===== config.mk =====
export PLATFORM = sky130hd
export DESIGN_NAME = mem_port_arbiter
export DESIGN_NICKNAME = d
export VERILOG_FILES = /design/src/rtl/mem_port_arbiter.sv
export SDC_FILE = /design/constraint.sdc
export NUM_CORES = 1
export LEC_CHECK = 0
export ABC_AREA = 1
export CELL_PAD_IN_SITES_DETAIL_PLACEMENT = 1
export CELL_PAD_IN_SITES_GLOBAL_PLACEMENT = 1
export CORE_AREA = 5 5 142 144
export DETAILED_ROUTE_END_ITERATION = 6
export DIE_AREA = 0 0 147 149
export GPL_TIMING_DRIVEN = 1
export PLACE_DENSITY_LB_ADDON = 0.1
export SLEW_MARGIN = 0
export SYNTH_ARGS = -nofsm -noshare
export SYNTH_HDL_FRONTEND = slang
export SYNTH_SLANG_ARGS = --single-unit
export TNS_END_PERCENT = 20

===== constraint.sdc =====
create_clock -name Clk -period 4.08 [get_ports Clk]
set_clock_uncertainty 0.1 [all_clocks]
set_input_delay 0.816 -clock Clk [delete_from_list [all_inputs] [get_ports Clk]]
set_output_delay 0.816 -clock Clk [all_outputs]
set_load 0.02 [all_outputs]

===== src/rtl/mem_port_arbiter.sv =====
`default_nettype none
// ============================================================================
// Module  : mem_port_arbiter
// Brief   : Shares one single-ported unified memory between instruction fetch
//           and data (lw/sw) accesses. Data wins over fetch, but fetch is
//           forced through after STARVE_MAX consecutive data grants. Each access
//           holds the port for LAT cycles and ends with a one-cycle Done pulse.
// Revision: 1.0 - initial release
// ============================================================================
module mem_port_arbiter #(
  parameter int AW         = 32,
  parameter int DW         = 32,
  parameter int LAT        = 2,
  parameter int STARVE_MAX = 4
) (
  input  logic          Clk,
  input  logic          Clrn,
  input  logic          IfReq,
  input  logic [AW-1:0] IfAddr,
  output logic [DW-1:0] IfData,
  output logic          IfDone,
  input  logic          DReq,
  input  logic          DWe,
  input  logic [AW-1:0] DAddr,
  input  logic [DW-1:0] DWdata,
  output logic [DW-1:0] DRdata,
  output logic          DDone,
  output logic          MemEn,
  output logic          MemWe,
  output logic [AW-1:0] MemAddr,
  output logic [DW-1:0] MemWdata,
  input  logic [DW-1:0] MemRdata,
  output logic          Stall
);

  localparam int CW = (LAT > 1) ? $clog2(LAT) : 1;
  localparam int SW = $clog2(STARVE_MAX + 1);

  localparam logic [CW-1:0] CNT_LAST   = CW'(LAT - 1);
  localparam logic [SW-1:0] STREAK_MAX = SW'(STARVE_MAX);

  localparam logic [1:0] S_IDLE   = 2'd0;
  localparam logic [1:0] S_BUSY_I = 2'd1;
  localparam logic [1:0] S_BUSY_D = 2'd2;

  logic [1:0]    state;
  logic [CW-1:0] cnt;
  logic [SW-1:0] streak;

  logic eff_i;
  logic eff_d;
  logic grant_d;
  logic grant_i;
  logic last_cycle;

  // A request is masked in its own Done cycle so it cannot be granted twice.
  assign eff_i = IfReq & ~IfDone;
  assign eff_d = DReq & ~DDone;
  assign Stall = eff_i | eff_d;

  // Data wins unless fetch has been passed over STARVE_MAX times in a row.
  assign grant_d    = (state == S_IDLE) & eff_d & (~eff_i | (streak < STREAK_MAX));
  assign grant_i    = (state == S_IDLE) & eff_i & ~grant_d;
  assign last_cycle = ((state == S_BUSY_I) || (state == S_BUSY_D)) && (cnt == CNT_LAST);

  // Sequencer state, access cycle counter and fetch-starvation streak.
  always_ff @(posedge Clk or negedge Clrn) begin
    if (!Clrn) begin
      state  <= S_IDLE;
      cnt    <= '0;
      streak <= '0;
    end else begin
      case (state)
        S_IDLE: begin
          if (grant_d) begin
            state <= S_BUSY_D;
            cnt   <= '0;
            if (!IfReq)
              streak <= '0;
            else if (streak != STREAK_MAX)
              streak <= streak + SW'(1);
          end else if (grant_i) begin
            state  <= S_BUSY_I;
            cnt    <= '0;
            streak <= '0;
          end
        end
        S_BUSY_I, S_BUSY_D: begin
          if (last_cycle)
            state <= S_IDLE;
          else
            cnt <= cnt + CW'(1);
        end
        default: state <= S_IDLE;
      endcase
    end
  end

  // Memory port: loaded on a grant, held during the access, strobes dropped at the end.
  always_ff @(posedge Clk or negedge Clrn) begin
    if (!Clrn) begin
      MemEn    <= 1'b0;
      MemWe    <= 1'b0;
      MemAddr  <= '0;
      MemWdata <= '0;
    end else if (grant_d) begin
      MemEn   <= 1'b1;
      MemWe   <= DWe;
      MemAddr <= DAddr;
      if (DWe)
        MemWdata <= DWdata;
    end else if (grant_i) begin
      MemEn   <= 1'b1;
      MemWe   <= 1'b0;
      MemAddr <= IfAddr;
    end else if (last_cycle) begin
      MemEn <= 1'b0;
      MemWe <= 1'b0;
    end
  end

  // Completion: one-cycle Done pulse and read-data capture for the finishing access.
  always_ff @(posedge Clk or negedge Clrn) begin
    if (!Clrn) begin
      IfDone <= 1'b0;
      DDone  <= 1'b0;
      IfData <= '0;
      DRdata <= '0;
    end else begin
      IfDone <= 1'b0;
      DDone  <= 1'b0;
      if (last_cycle) begin
        if (state == S_BUSY_I) begin
          IfDone <= 1'b1;
          IfData <= MemRdata;
        end else begin
          DDone <= 1'b1;
          if (!MemWe)
            DRdata <= MemRdata;
        end
      end
    end
  end

endmodule
`default_nettype wire


==> metrics.txt <==
area of the mapped netlist=5870 um2; layout cells sized above 1=4.83%; CTS Sinks=138; chip width=147 um; global route total overflow=0; Total Routing Usage GR=17.8%; Hold Vio Cnt, Final=0; Synthesis Warnings=0; clock share of power=19.7%; Required @ worst endpoint=3160 ps; CTS clock-pin slew for the worst setup and hold paths=60 ps; # H-tree levels=4; WL per Instance=16.4 um; max frequency=0.324 GHz; top cells by count, synth=nand2_1 (251), dfrtp_1 (138), inv_1 (76); classification of the worst setup path=input port to primary output; final net count=1077; vias in the first global route=6007; Via density=4.52; count leader, synth=nand2_1; Final ANT Viol Nets=0; dpl hpwl=14400 um; latest clock arrival within the worst-skew pair=410 ps; hold crit path type=input port to asynchronous set/reset pin; CTS tree=built; Tcrit/Tclk final=75.7%; most crowded layer after global routing=met2; NetSw=3.13 mW; num rows=50; FF+latch count, synth=138; Cells after DPL=1155; CP Max Fanout=6; GR Util met3=7.11%; status=complete, no violations; clk buf depth=2; max-slew violations=0; area added between synthesis and finish=58.0%; drt pass-1 iters=4; Finished Core Util=49.9%; max_cap viols=0; Seq/Total Area, Yosys=58.8%; sequential share of power=31.5%; P_leak=4.48 nW; ranking of synthesized cells by area=dfrtp_1 (59%), nand2_1 (16%), inv_1 (4.9%), o21ai_0 (4.4%), or2_0 (3.4%); largest area contributor in the netlist=dfrtp_1; Mapped Nets=825; port bufs=265; cts bufs inserted=17; Synth top area share=58.8%; Post-Layout Cell Count=1187; Initial Utilization=31.6%; met1 GRT Util=20.7%; Mapped Cells=688; logic gate share of total power=48.8%; number of antenna violations at the first check in global routing=0; unrepaired setup endpoints after global routing=false; Setup TNS=0 ps; first-pass GRT wire length=31500 um; Root Driver=clkbuf_16; Worst slew margin=30.3%; synthesized area per cell=8.53 um2; core area=18600 um2; drc violations=0; global-route track usage on met2=30.1%; Synth Flop Type=dfrtp_1; switching share of total power=40.9%; CTS-repair resized insts=0; fraction of registers with async set/reset=100%; Final min period=3090 ps; Post-CTS Setup Repair Bufs=0; Final Cell Area=9270 um2; nature of the critical path endpoint=primary output; Pint=4.54 mW; Hold Worst Slack=309 ps; maximum vdd drop=0.299 mV; GPL Wtd Cong=0.784; Iter 0 DRT Violations=181; final setup fails=0; Post-synth EDFFs=0; Via Count=5360; hold_buf cts=0; CP startpoint kind=input port; Synth cell types=18; I/O Pins=266; WL final=19400 um; Antenna diodes=0; largest net degree at the start of global routing=82; power per standard cell area=827 nW/um2; chip height=149 um; Critical Path AT=2170 ps; slew at the pin closest to its max-slew limit=1040 ps; Die Area=21900 um2; DP Area=8690 um2
-- per-stage QoR --
step / setup WS [ps] / power, mW
after floorplan: 2110 / 4.31
after global placement: 997 / 6.09
after detailed placement: 975 / 6.25
after CTS: 976 / 7.81
after global routing: 944 / 8.21
final: 989 / 7.67
-- power groups by stage --
stage | Combinational [mW] | Clock, mW | Sequential (mW)
4_1_cts | 3.82 | 1.56 | 2.43
3_3_place_gp | 3.69 | 0 | 2.40
5_1_grt | 4.08 | 1.63 | 2.50
6_report | 3.74 | 1.51 | 2.42
3_5_place_dp | 3.81 | 0 | 2.44
2_1_floorplan | 1.14 | 0 | 3.17
-- flip-flops by register name (all words and copies together) (netlist names) --
signal    count
DRdata       32
IfData       32
MemAddr      32
MemWdata     32
streak        3
state         2
DDone         1
IfDone        1
MemEn         1
MemWe         1
cnt           1
-- area by class of cell --
cell class,instances,area [um2]
multi-input cells,435,1940
well taps,234,293
repair buffers,269,2710
flip-flops and latches,138,3450
fillers,2152,9310
clock buffers,19,453
inverters,79,297
clock inverters,13,129
-- logic make-up (layout without fill, tap and decap cells) --
group                      after synthesis  in the layout  synth area share (%)
buffers and inverters                  115            380                  8.19
adders and majority gates                4              4                 0.853
DFF                                    138            138                  58.8
and+or+nand+nor                        333            333                  23.8
AOI/OAI and AO/OA                       98             98                  8.36
-- worst paths after layout --
path / slack [ps] / startpoint / to / cells after the start
min in group Clk: 370 / MemWdata[18] / MemWdata[18] / 2
setup / recovery: 990 / IfReq / Stall / 4
max in group asynchronous: 2710 / Clrn / MemWdata[19] / 2
setup reg to reg: 1640 / state[0] / MemWdata[22] / 9
hold / removal: 310 / Clrn / MemAddr[5] / 1
hold reg to reg: 370 / MemWdata[18] / MemWdata[18] / 2
-- critical path: stages --
cell,delay (ps)
clkdlybuf4s50_1,570
nand2_1,80
nand2_1,90
clkdlybuf4s50_1,610
-- placed cells by master (no fill, tap or decap), drive strengths merged --
master and count:
o21ai 66, bufinv 1, clkinvlp 2, nand4 1, nand3 39, clkinv 3, ha 4, a21oi 32
clkbuf 19, inv 86, nor2 7, or2 32, nand2 254, clkdlybuf4s50 264, dfrtp 138, buf 5
-- metal layers --
| layer | wire length [um] | vias to the layer above | share of wire [%] |
|---|---|---|---|
| li1 | - | 2613 | - |
| met1 | 7920 | 2545 | 41 |
| met2 | 9420 | 176 | 49 |
| met3 | 1690 | 26 | 8.7 |
| met4 | 371 | 0 | 1.9 |
| met5 | 0 | - | 0 |
Power figures use the tool's default switching activity.
